## src/rtl/dwt_coef_packer_if.sv

```systemverilog
`default_nettype none
// +--------------------------------------------------------------------+
// | dwt_coef_packer_if : DWT coefficient input / word stream output bus |
// | rev 1.0                                                            |
// +--------------------------------------------------------------------+
interface dwt_coef_packer_if #(
  parameter int pWIDTH = 16,
  parameter int pDEPTH = 8
);
  logic                      iclk_ena;
  logic                      iena;
  logic [2*pWIDTH-1:0]       idatH;
  logic [2*pWIDTH-1:0]       idatL;
  logic                      irdy;
  logic                      oval;
  logic [pWIDTH-1:0]         odat;
  logic                      osel;
  logic [$clog2(pDEPTH):0]   ofill;
  logic                      osat;
  logic                      oovf;

  modport master (
    output iclk_ena, iena, idatH, idatL, irdy,
    input  oval, odat, osel, ofill, osat, oovf
  );

  modport slave (
    input  iclk_ena, iena, idatH, idatL, irdy,
    output oval, odat, osel, ofill, osat, oovf
  );
endinterface
`default_nettype wire

```

## src/rtl/dwt_coef_packer.sv

```systemverilog
`default_nettype none
// +--------------------------------------------------------------------+
// | dwt_coef_packer : requantize H/L pairs, buffer, stream L then H    |
// | rev 1.0                                                            |
// +--------------------------------------------------------------------+
module dwt_coef_packer #(
  parameter int pWIDTH = 16,
  parameter int pSHIFT = 15,
  parameter int pDEPTH = 8
) (
  input  logic             iclk,
  input  logic             irst_n,
  dwt_coef_packer_if.slave bus
);
  localparam int AW = $clog2(pDEPTH);
  localparam int TW = 2*pWIDTH + 1;
  localparam logic signed [TW-1:0] HALF = TW'(1) << (pSHIFT-1);
  localparam logic signed [TW-1:0] MAXV = TW'((1 << (pWIDTH-1)) - 1);
  localparam logic signed [TW-1:0] MINV = ~MAXV;
  localparam logic [AW:0]          FULL = (AW+1)'(pDEPTH);

  typedef enum logic [1:0] {IDLE, SEND_L, SEND_H} state_t;

  // Returns {saturated, value}; one extra bit of headroom keeps the rounding add from wrapping.
  function automatic logic [pWIDTH:0] requant(input logic [2*pWIDTH-1:0] x);
    logic signed [TW-1:0] t;
    t = $signed({x[2*pWIDTH-1], x}) + HALF;
    t = t >>> pSHIFT;
    if (t > MAXV)      return {1'b1, MAXV[pWIDTH-1:0]};
    else if (t < MINV) return {1'b1, MINV[pWIDTH-1:0]};
    else               return {1'b0, t[pWIDTH-1:0]};
  endfunction

  logic [pWIDTH:0]     rq_l, rq_h;
  logic                s1_vld;
  logic [pWIDTH-1:0]   s1_l, s1_h;
  logic [1:0]          s1_sat;
  logic [2*pWIDTH-1:0] mem [pDEPTH];
  logic [AW-1:0]       wr_ptr, rd_ptr;
  logic [AW:0]         fill;
  logic                full, push, pop, take;
  logic [2*pWIDTH-1:0] rd_word;
  state_t              state;
  logic                out_vld, out_sel, sat_pulse, ovf_flag;
  logic [pWIDTH-1:0]   out_dat, hold_h;

  assign rq_l = requant(bus.idatL);
  assign rq_h = requant(bus.idatH);
  assign take = bus.iclk_ena && bus.iena;

  always_ff @(posedge iclk or negedge irst_n) begin
    if (!irst_n) begin
      s1_vld <= 1'b0;
      s1_l   <= '0;
      s1_h   <= '0;
      s1_sat <= '0;
    end else begin
      s1_vld <= take;
      if (take) begin
        s1_l   <= rq_l[pWIDTH-1:0];
        s1_h   <= rq_h[pWIDTH-1:0];
        s1_sat <= {rq_h[pWIDTH], rq_l[pWIDTH]};
      end
    end
  end

  // Fullness is judged before any same-cycle pop, so a full FIFO always drops.
  assign full    = (fill == FULL);
  assign push    = s1_vld && !full;
  assign pop     = (fill != '0) && ((state == IDLE) || ((state == SEND_H) && bus.irdy));
  assign rd_word = mem[rd_ptr];

  always_ff @(posedge iclk) begin
    if (push) mem[wr_ptr] <= {s1_h, s1_l};
  end

  always_ff @(posedge iclk or negedge irst_n) begin
    if (!irst_n) begin
      wr_ptr    <= '0;
      rd_ptr    <= '0;
      fill      <= '0;
      sat_pulse <= 1'b0;
      ovf_flag  <= 1'b0;
    end else begin
      if (push) wr_ptr <= wr_ptr + AW'(1);
      if (pop)  rd_ptr <= rd_ptr + AW'(1);
      case ({push, pop})
        2'b10:   fill <= fill + (AW+1)'(1);
        2'b01:   fill <= fill - (AW+1)'(1);
        default: fill <= fill;
      endcase
      sat_pulse <= push && (|s1_sat);
      if (s1_vld && full) ovf_flag <= 1'b1;
    end
  end

  // H of the popped pair waits in hold_h while L is on the bus.
  always_ff @(posedge iclk or negedge irst_n) begin
    if (!irst_n) begin
      state   <= IDLE;
      out_vld <= 1'b0;
      out_dat <= '0;
      out_sel <= 1'b0;
      hold_h  <= '0;
    end else begin
      case (state)
        IDLE: begin
          if (pop) begin
            out_dat <= rd_word[pWIDTH-1:0];
            hold_h  <= rd_word[2*pWIDTH-1:pWIDTH];
            out_sel <= 1'b0;
            out_vld <= 1'b1;
            state   <= SEND_L;
          end
        end
        SEND_L: begin
          if (bus.irdy) begin
            out_dat <= hold_h;
            out_sel <= 1'b1;
            state   <= SEND_H;
          end
        end
        SEND_H: begin
          if (bus.irdy) begin
            if (pop) begin
              out_dat <= rd_word[pWIDTH-1:0];
              hold_h  <= rd_word[2*pWIDTH-1:pWIDTH];
              out_sel <= 1'b0;
              state   <= SEND_L;
            end else begin
              out_vld <= 1'b0;
              state   <= IDLE;
            end
          end
        end
        default: begin
          out_vld <= 1'b0;
          state   <= IDLE;
        end
      endcase
    end
  end

  assign bus.oval  = out_vld;
  assign bus.odat  = out_dat;
  assign bus.osel  = out_sel;
  assign bus.ofill = fill;
  assign bus.osat  = sat_pulse;
  assign bus.oovf  = ovf_flag;
endmodule
`default_nettype wire

```

## src/flat_wrapper.sv

```systemverilog
// flat-port wrapper written by rule: the top's interface ports become plain ports
module dwt_coef_packer_flat 
#(
  parameter int pWIDTH = 16,
  parameter int pSHIFT = 15,
  parameter int pDEPTH = 8
)
  (iclk, irst_n, bus_iclk_ena, bus_iena, bus_idatH, bus_idatL, bus_irdy, bus_oval, bus_odat, bus_osel, bus_ofill, bus_osat, bus_oovf);
  dwt_coef_packer_if #(.pWIDTH(pWIDTH), .pDEPTH(pDEPTH)) bus_i ();
  input  logic iclk;
  input  logic irst_n;
  input wire logic [$bits(bus_i.iclk_ena)-1:0] bus_iclk_ena;
  input wire logic [$bits(bus_i.iena)-1:0] bus_iena;
  input wire logic [$bits(bus_i.idatH)-1:0] bus_idatH;
  input wire logic [$bits(bus_i.idatL)-1:0] bus_idatL;
  input wire logic [$bits(bus_i.irdy)-1:0] bus_irdy;
  output wire logic [$bits(bus_i.oval)-1:0] bus_oval;
  output wire logic [$bits(bus_i.odat)-1:0] bus_odat;
  output wire logic [$bits(bus_i.osel)-1:0] bus_osel;
  output wire logic [$bits(bus_i.ofill)-1:0] bus_ofill;
  output wire logic [$bits(bus_i.osat)-1:0] bus_osat;
  output wire logic [$bits(bus_i.oovf)-1:0] bus_oovf;
  assign bus_i.iclk_ena = bus_iclk_ena;
  assign bus_i.iena = bus_iena;
  assign bus_i.idatH = bus_idatH;
  assign bus_i.idatL = bus_idatL;
  assign bus_i.irdy = bus_irdy;
  assign bus_oval = bus_i.oval;
  assign bus_odat = bus_i.odat;
  assign bus_osel = bus_i.osel;
  assign bus_ofill = bus_i.ofill;
  assign bus_osat = bus_i.osat;
  assign bus_oovf = bus_i.oovf;
  dwt_coef_packer #(.pWIDTH(pWIDTH), .pSHIFT(pSHIFT), .pDEPTH(pDEPTH)) u_core (.iclk(iclk), .irst_n(irst_n), .bus(bus_i));
endmodule
```

## config.mk

```make
export PLATFORM = sky130hd
export DESIGN_NAME = dwt_coef_packer_flat
export DESIGN_NICKNAME = d
export VERILOG_FILES = /design/src/rtl/dwt_coef_packer_if.sv /design/src/rtl/dwt_coef_packer.sv /design/src/flat_wrapper.sv
export SDC_FILE = /design/constraint.sdc
export NUM_CORES = 1
export LEC_CHECK = 0
export CORE_MARGIN = 4
export CORE_UTILIZATION = 63
export DETAILED_ROUTE_END_ITERATION = 6
export PLACE_DENSITY_LB_ADDON = 0.15
export SLEW_MARGIN = 20
export SYNTH_ARGS = -nofsm -noshare
export SYNTH_HDL_FRONTEND = slang
export SYNTH_SLANG_ARGS = --single-unit
```

## constraint.sdc

```tcl
create_clock -name iclk -period 7.6 [get_ports iclk]
set_clock_uncertainty 0.2 [all_clocks]
set_input_delay 1.52 -clock iclk [delete_from_list [all_inputs] [get_ports iclk]]
set_output_delay 1.52 -clock iclk [all_outputs]
set_load 0.01 [all_outputs]
```

==> impl_metrics.tcl, run 1 <==
set metrics [dict create \
    die_y_um 156 \
    place.gp.congestion 0.923 \
    critPathLaunchType "input pin" \
    io_pins 93 \
    post-cts-setup-buffers 0 \
    cts_resized 0 \
    hp-class "reg2reg" \
    cts_tree "built" \
    yosys_warnings 0 \
    grt_max_degree 77 \
    status "finished clean" \
    wl_per_cell_um 24.5 \
    synth_edf_count 256 \
    synthesis.nets 897 \
    io_buffers 64 \
    crit_fanout 14 \
    r2r-start "u_core.bus.ofill[2]$_DFFE_PN0P_" \
    grt_overflow_total 0 \
    synth.avg_cell_area_um2 16.7 \
    vdd_drop_max_uv 186 \
    arrival_ns 4.00 \
    slew_headroom 0.344 \
    via_count 7678 \
    first_global_vias 8045 \
    cts_hold_buf 0 \
    rsz0062_at_grt "false" \
    clk_path_buf_depth 3 \
    max_freq_mhz 259 \
    final_layout_size_suffix_gt1_frac 0.170 \
    leakagePower_uw 0.00540 \
    min_period_ns 3.86 \
    synth_area_um2 13700 \
    setup_violations 0 \
    cts-root-buf "clkbuf_16" \
    n_fill_cell 1249 \
    fp.dieW_um 156 \
    period_share 0.507 \
    core_area_um2 21200 \
    drt-initial-drc-count 720 \
    synth_seq_cells 339 \
    drt-total-wl_mm 29.3 \
    synth_seq_area_share 0.712 \
    finalHoldViolCount 0 \
    start_util 0.646 \
    finalMaxSlewViolations 0 \
    power_uw 5790 \
    synthArstFlopShare 0.245 \
    setup.worst_path.class "in2reg" \
    cts_max_level 2 \
    cp_data_required_time_ns 7.74 \
    firstDrtPassIters 5 \
    synth_flop_cell "edfxtp_1" \
    cap_violations 0 \
    synthToLayoutAreaGrowth_pct 15.0 \
    grt_usage 0.253 \
    drcViolationCount 0 \
    grt_antenna_before_repair 1 \
    clkTransAtPathRegs_ns 0.06 \
    grt_pass1_wl_mm 46.0 \
    clock_latency_ns 0.51 \
    rows 53 \
    drtAntennaViolNets 0 \
    syn_inst 820 \
    ys_types 56 \
    dieArea_um2 24200 \
    hp-start "u_core.bus.odat[13]$_DFFE_PN0P_" \
    layout.nets 975 \
    crit_start "bus_idatH[15]" \
    cts.sinks 339 \
    via_per_inst 6.41 \
    diodes 0 \
    critPathCaptureType "register" \
    place.detailed.hpwl_mm 16.6 \
    power-per-cell-area_nw_per_um2 367 \
    fin_setup_tns_ns 0 \
    cts_made_buffers 34 \
    tightest_slew_ns 0.978 \
]
## through the flow
| stage | worst slack [ns] | hold slack (ns) | utilization | std cells | instance area, um^2 |
|---|---|---|---|---|---|
| 3_3_place_gp | 3.40 | 0.264 | 0.692 | 1137 | 14700 |
| 4_1_cts | 3.79 | 0.284 | 0.742 | 1197 | 15800 |
| 3_5_place_dp | 3.27 | 0.270 | 0.692 | 1137 | 14700 |
| 2_1_floorplan | 2.83 | 0.261 | - | 820 | 13700 |
| 6_report | 3.74 | 0.279 | 0.743 | 1197 | 15800 |
| 5_1_grt | 3.40 | 0.319 | 0.743 | 1197 | 15800 |
## Yosys cell counts (2+ instances only)
cell        n  area share
buf_6       3      0.0025
mux4_2     64        0.11
o21ai_0    38       0.014
buf_2      11      0.0040
or3_1       2     0.00091
or2_2       2     0.00091
a31o_2      3      0.0019
nand2_1    66       0.018
and4_1      2      0.0013
a311oi_1    2      0.0013
o22ai_2     3      0.0027
and2_1      3      0.0014
nor4_1      5      0.0023
a21oi_1    20      0.0073
nand2b_1    6      0.0027
inv_1      10      0.0027
nand3_1    11      0.0040
a211oi_1   16      0.0088
o21bai_1    2      0.0011
buf_1       3     0.00082
clkbuf_1   20      0.0055
nand3b_1    2      0.0011
edfxtp_1  256        0.56
o22ai_1     9      0.0041
dfrtp_1    83        0.15
xor2_1     11      0.0070
nand4_1     4      0.0018
nor3_1     13      0.0047
ha_1        7      0.0064
nor2_1     63       0.017
xnor2_1    22       0.014
a21o_1      3      0.0016
mux2i_1    32       0.023
## layout by cell type, fill, tap and decap left out, drive strengths merged, types with 7 or more instances in the layout
master / Yosys / final
nand2b: 7 / 7
mux4: 64 / 64
xor2: 11 / 11
clkbuf: 20 / 51
a21oi: 21 / 21
o22ai: 12 / 12
o21ai: 39 / 39
clkinv: 1 / 9
nand2: 66 / 66
inv: 10 / 10
edfxtp: 256 / 256
nor3: 14 / 14
mux2i: 32 / 32
nor2: 64 / 64
xnor2: 22 / 22
dfrtp: 83 / 83
nand3: 11 / 11
a211oi: 17 / 17
buf: 17 / 16
ha: 7 / 7
clkdlybuf4s50: 0 / 63
## sequential cells by signal, summed over array words and instances (netlist names)
register	flops
u_core.bus.odat	16
u_core.bus.ofill	4
u_core.bus.oovf	1
u_core.bus.osat	1
u_core.bus.osel	1
u_core.bus.oval	1
u_core.hold_h	16
u_core.mem	256
u_core.rd_ptr	3
u_core.s1_h	16
u_core.s1_l	16
u_core.s1_sat	2
u_core.s1_vld	1
u_core.state	2
u_core.wr_ptr	3
## final timing paths
check / slack [ns] / cells past startpoint / endpoint
worst min-delay path: 0.28 / 2 / u_core.bus.odat[13]$_DFFE_PN0P_
worst min register to register: 0.28 / 2 / u_core.bus.odat[13]$_DFFE_PN0P_
worst max register to register: 4.33 / 11 / u_core.bus.ofill[3]$_DFFE_PN0P_
max in group asynchronous: 5.64 / 2 / u_core.s1_h[12]$_DFFE_PN0P_
worst max-delay path: 3.74 / 7 / u_core.s1_h[14]$_DFFE_PN0P_
min in group asynchronous: 0.63 / 1 / u_core.rd_ptr[0]$_DFFE_PN0P_
## power by group
part | leakage [uW] | switching [uW] | internal [uW]
Sequential | 0.00325 | 226 | 2320
Clock | 0.000521 | 653 | 941
Combinational | 0.00163 | 897 | 750
Total | 0.00540 | 1780 | 4010
## cell families after synthesis
kind of cell	count (synthesis)	share of synthesized area
AO/OA/AOI/OAI	103	0.0473
XOR/XNOR	33	0.0211
buffers and inverters	48	0.0158
multiplexers	97	0.129
flip-flops	339	0.712
AND/OR/NAND/NOR	192	0.0665
adder cells (fa/ha/maj)	8	0.00785
## final cells by class
type	instances	area, um^2	share of cell area
clock buffer	51	998	0.0633
clock inverter	9	65.1	0.00413
inverter	11	41.3	0.00262
multi-input combinational	433	3790	0.240
sequential	339	9770	0.620
tap	275	344	0.0218
timing repair buffer	79	758	0.0481
## critical path, cell delays in order
cell             delay, ns
clkdlybuf4s50_1       0.54
ha_1                  0.29
nand4_4               0.18
nor4_1                0.52
a21oi_1               0.23
nor2_2                0.53
o22ai_1               0.19
## routing by layer
metal / global-route usage / part of all wire / wire length, um / up-vias
met2: 0.427 / 0.51 / 14800 / 371
met3: 0.0370 / 0.081 / 2380 / 59
li1: - / - / - / 3327
met5: 0 / 0.00068 / 20 / -
met1: 0.346 / 0.39 / 11400 / 3919
met4: 0.0846 / 0.025 / 729 / 2
Power figures use the tool's default switching activity.
==> run 2, diff against run 1 <==
CORE_UTILIZATION = 59   (was 63)
clock period = 3.9 ns   (was 7.6 ns; I/O delays follow)
==> run 2 against run 1 <==
  * Global-route usage shrank 2.7 points
  * Flip-flop and latch count stayed put
  * Critical path type unchanged
  * Setup slack worse by 2.9 ns
  * First-iteration DRC count is 0.69% lower
  * Largest cell class unchanged
==> impl_metrics.tcl, run 2 (synthesis gave the netlist of run 1 again) <==
set metrics [dict create \
    start_util 0.602 \
    cts_made_buffers 34 \
    rsz0062_at_grt "false" \
    swShare 0.300 \
    drt-initial-drc-count 715 \
    layout.nets 978 \
    power-per-cell-area_nw_per_um2 717 \
    cts_resized 0 \
    reg2reg_to "u_core.bus.ofill[3]$_DFFE_PN0P_" \
    hp-class "in2async" \
    critPathLaunchType "input pin" \
    drcViolationCount 0 \
    fin_setup_tns_ns 0 \
    grt_pass1_wl_mm 44.4 \
    mostFrequentLayoutCells "edfxtp_1, dfrtp_1, nand2_1" \
    r2r_slack_ns 1.07 \
    power_uw 11400 \
    dp.cells 1178 \
    clk_path_buf_depth 3 \
    rows 55 \
    p_comb_frac 0.259 \
    diodes 0 \
    grt_usage 0.226 \
    cap_violations 0 \
    io_pins 93 \
    final_core_util 0.699 \
    fin_cells 1240 \
    setup.worst_path.class "in2reg" \
    clkTransAtPathRegs_ns 0.06 \
    crit_fanout 16 \
    drtAntennaViolNets 0 \
    slew_headroom 0.343 \
    grt_antenna_before_repair 0 \
    top_register "u_core.mem" \
    drt-total-wl_mm 28.2 \
    cts_tree "built" \
    grt_max_degree 75 \
    status "finished clean" \
    reg2reg_depth 10 \
    first_global_vias 7750 \
    min_period_ns 3.08 \
    place.gp.congestion 0.912 \
    synthToLayoutAreaGrowth_pct 16.2 \
    crit_start "bus_idatL[14]" \
    cts_hold_buf 0 \
    place.detailed.hpwl_mm 17.0 \
    fp.dieW_um 160 \
    leakagePower_uw 0.00545 \
    period_share 0.790 \
    max_freq_mhz 325 \
    cts.sinks 339 \
    die_y_um 160 \
    critPathCaptureType "register" \
    io_buffers 64 \
    cp_data_required_time_ns 4.03 \
    finalMaxSlewViolations 0 \
    endpoint "u_core.s1_l[11]$_DFFE_PN0P_" \
    r2r-start "u_core.bus.ofill[2]$_DFFE_PN0P_" \
    via_per_inst 6.13 \
    p_int_uw 8000 \
    arrival_ns 3.21 \
    via_count 7599 \
    p_sw_uw 3420 \
    layout_commonest_cell "edfxtp_1" \
    setup_violations 0 \
    largest_register_ffs 256 \
    grt_overflow_total 0 \
    pwr-share-seq 0.453 \
    wl_per_cell_um 22.8 \
    clock_latency_ns 0.50 \
    cts_max_level 2 \
    post-cts-setup-buffers 0 \
    firstDrtPassIters 5 \
    clkPwrFrac 0.288 \
    vdd_drop_max_uv 387 \
    core_area_um2 22800 \
    tightest_slew_ns 0.986 \
    final_layout_size_suffix_gt1_frac 0.177 \
    cts-root-buf "clkbuf_16" \
    dieArea_um2 25700 \
    finalHoldViolCount 0 \
]
## run 2: cell types whose count changed in the layout (fill, tap and decap cells not counted)
cell        delta
inv_6          +1
buf_12         +2
clkinvlp_4     +1
clkinv_1       +1
nor4_2         -1
buf_6          -2
clkbuf_8       -2
bufinv_16      +3
a21oi_2        +1
clkinv_2       +1
clkbuf_1       -3
nor4_4         +1
buf_4          +3
a21oi_4        -1
## run 2: area by class of cell
cell class | count | area (um^2)
Clock buffer | 46 | 960
Clock inverter | 16 | 180
Fill cell | 1448 | 6850
Inverter | 11 | 41.3
Multi-Input combinational cell | 433 | 3790
Sequential cell | 339 | 9770
Tap cell | 313 | 392
Timing Repair Buffer | 82 | 798
## run 2: how the worst min path moves through the flow
stage                                             from                         endpoint  slack (ns)  cells after the start
final                                           irst_n  u_core.bus.ofill[1]$_DFFE_PN0P_        0.21                      1
after global routing                            irst_n  u_core.bus.ofill[1]$_DFFE_PN0P_        0.29                      1
after CTS                                       irst_n  u_core.bus.ofill[1]$_DFFE_PN0P_        0.25                      1
after detailed placement   u_core.bus.oovf$_DFFE_PN0P_      u_core.bus.oovf$_DFFE_PN0P_        0.27                      1
after global placement     u_core.bus.oovf$_DFFE_PN0P_      u_core.bus.oovf$_DFFE_PN0P_        0.26                      1
after floorplan           u_core.s1_sat[0]$_DFFE_PN0P_        u_core.bus.osat$_DFF_PN0_        0.26                      2
## run 2: stage by stage
| step | cell area [um^2] | setup slack, ns | hold WS [ns] |
|---|---|---|---|
| final | 15900 | 0.819 | 0.211 |
| after global placement | 14800 | 0.456 | 0.259 |
| after floorplan | 13700 | -0.0252 | 0.261 |
| after CTS | 15900 | 0.866 | 0.253 |
| after detailed placement | 14800 | 0.330 | 0.265 |
| after global routing | 15900 | 0.634 | 0.290 |
## run 2: routing by layer
metal	GRT usage	part of all wire	routed length, um	vias up
li1	-	-	-	3334
met1	0.321	0.42	11800	3903
met2	0.377	0.50	14100	328
met3	0.0344	0.066	1880	34
met4	0.0544	0.017	482	0
met5	0	0	0	-
## run 2: power by group through the flow
stage	clock network, uW	registers [uW]	logic (uW)
6_report	3290	5180	2960
5_1_grt	3510	5270	3250
4_1_cts	3340	5190	2990
3_5_place_dp	0	5250	2980
3_3_place_gp	0	5200	2890
2_1_floorplan	0	4900	2160
## run 2: critical path, cell delays in order
cell	delay (ns)
clkdlybuf4s50_1	0.51
ha_1	0.25
and4_1	0.29
nor2b_1	0.28
a311oi_1	0.19
nor3_2	0.73
a311oi_1	0.19
==> run 3, diff against run 2 <==
CORE_UTILIZATION = 53   (was 59)
clock period = 2.5 ns   (was 3.9 ns; I/O delays follow)
==> run 3 against run 2 <==
  * Sequential power is 49% higher
  * Core utilization is 3.5 points lower
  * Via count is 1.2% higher
  * Global-route usage down 1.6 points
  * Routed wire length is 2.1% higher
  * Register-to-register slack got worse by 1.0 ns
  * Clock-buffer cell count decreased by 2
  * Final cell count rose by 8.1%
  * Critical path type is now reg2reg
  * Largest power group unchanged
  * Highest routed layer unchanged
==> impl_metrics.tcl, run 3 (synthesis gave the netlist of run 1 again) <==
set metrics [dict create \
    cts_made_buffers 34 \
    power-per-cell-area_nw_per_um2 1080 \
    status "finished clean" \
    dpl_cell_area_um2 15600 \
    via_per_inst 5.74 \
    multiInputGateArea_um2 3930 \
    period_share 0.972 \
    cp_data_required_time_ns 2.69 \
    mostFrequentLayoutCells "edfxtp_1, buf_4, dfrtp_1" \
    io_pins 93 \
    clk_path_buf_depth 3 \
    tightest_slew_ns 0.585 \
    setup_violations 0 \
    p_int_uw 12600 \
    start_util 0.541 \
    layout_commonest_cell "edfxtp_1" \
    rows 58 \
    drtAntennaViolNets 0 \
    leakagePower_uw 0.00590 \
    regArea_um2 9770 \
    arrival_ns 2.62 \
    hp-class "reg2reg" \
    dieArea_um2 28500 \
    critPathLaunchType "register" \
    cts.sinks 339 \
    swShare 0.306 \
    first_global_vias 8137 \
    design_area_um2 16800 \
    layout.nets 1065 \
    clock_latency_ns 0.51 \
    drt-total-wl_mm 28.8 \
    crit_fanout 2 \
    firstDrtPassIters 5 \
    grt_pass1_wl_mm 45.9 \
    p_sw_uw 5560 \
    n_fill_cell 1723 \
    p_comb_frac 0.319 \
    fin_setup_tns_ns 0 \
    drt-initial-drc-count 597 \
    final_layout_size_suffix_gt1_frac 0.262 \
    finalHoldViolCount 0 \
    clkPwrFrac 0.256 \
    cts_tree "built" \
    place.detailed.hpwl_mm 17.9 \
    drcViolationCount 0 \
    grt_usage 0.210 \
    pwr-share-seq 0.425 \
    largest_register_ffs 256 \
    clkTransAtPathRegs_ns 0.06 \
    top_register "u_core.mem" \
    critPathCaptureType "register" \
    grt_max_degree 47 \
    die_y_um 169 \
    rsz0062_at_grt "false" \
    core_area_um2 25300 \
    wl_per_cell_um 21.5 \
    finalMaxSlewViolations 0 \
    vdd_drop_max_uv 1000 \
    cts-root-buf "clkbuf_16" \
    cts_max_level 2 \
    slew_headroom 0.609 \
    io_buffers 64 \
    via_count 7693 \
    place.gp.congestion 0.913 \
    fp.dieW_um 169 \
    max_freq_mhz 411 \
    min_period_ns 2.43 \
    setup.worst_path.class "reg2reg" \
    synthToLayoutAreaGrowth_pct 22.7 \
    cap_violations 0 \
    diodes 0 \
    grt_antenna_before_repair 0 \
    grt_overflow_total 0 \
    final_core_util 0.664 \
]
-- run 3: metal layers --
metal	track usage	routed length, um
met1	0.292	11900
met2	0.357	14600
met3	0.0280	1850
met4	0.0519	479
met5	0	0
-- run 3: layout make-up --
| cell class | count | area share |
|---|---|---|
| Clock buffer | 44 | 0.0552 |
| Multi-Input combinational cell | 433 | 0.233 |
| Clock inverter | 15 | 0.00580 |
| Inverter | 11 | 0.00320 |
| Sequential cell | 339 | 0.581 |
| Timing Repair Buffer | 169 | 0.0968 |
| Tap cell | 330 | 0.0245 |
-- run 3: through the flow --
| stage | total power (uW) | instances | hold WS [ns] | worst slack [ns] |
|---|---|---|---|---|
| floorplan | 11100 | 820 | 0.00441 | -0.381 |
| global placement | 13100 | 1272 | 0.258 | -0.456 |
| detailed placement | 13300 | 1272 | 0.270 | -0.602 |
| CTS | 18200 | 1342 | 0.284 | 0.00300 |
| global route | 19100 | 1341 | 0.299 | 0.00385 |
| finish | 18100 | 1341 | 0.281 | 0.0691 |
-- run 3: worst paths after layout --
path	from	slack [ns]	end	cells after the start
worst min-delay path	u_core.bus.odat[11]$_DFFE_PN0P_	0.28	u_core.bus.odat[11]$_DFFE_PN0P_	2
worst max register to register	u_core.bus.ofill[2]$_DFFE_PN0P_	0.07	u_core.bus.oval$_DFFE_PN0P_	13
worst max-delay path	u_core.bus.ofill[2]$_DFFE_PN0P_	0.07	u_core.bus.oval$_DFFE_PN0P_	13
min in group asynchronous	irst_n	0.31	u_core.bus.ofill[0]$_DFFE_PN0P_	2
worst min register to register	u_core.bus.odat[11]$_DFFE_PN0P_	0.28	u_core.bus.odat[11]$_DFFE_PN0P_	2
max in group asynchronous	irst_n	1.14	u_core.s1_l[0]$_DFFE_PN0P_	3
-- run 3: what timing repair did --
| action | in CTS | in global routing |
|---|---|---|
| hold buffers | 1 | 0 |
| resized for setup | 8 | 10 |
| buffers inserted | 10 | 0 |
| hold endpoints to repair | 37 | 0 |
| endpoints found under the setup margin | 15 | 30 |
| pin swaps | 3 | 8 |
-- run 3: power groups by stage --
stage / Combinational [uW] / Sequential (uW) / Clock, uW
5_1_grt: 6300 / 7810 / 5000
3_3_place_gp: 5390 / 7710 / 0
2_1_floorplan: 3400 / 7660 / 0
6_report: 5790 / 7700 / 4640
3_5_place_dp: 5530 / 7810 / 0
4_1_cts: 5770 / 7700 / 4730
-- run 3: worst max-delay path, cell delays in order, from the launching register on --
cell and delay, ns:
dfrtp_2 0.42, nor4_4 0.34, nor2_2 0.07, buf_4 0.14, buf_4 0.12, buf_4 0.12
buf_4 0.12, buf_4 0.12, buf_4 0.13, buf_4 0.12, buf_4 0.12, buf_4 0.13
nor2_4 0.11, o21ai_2 0.06
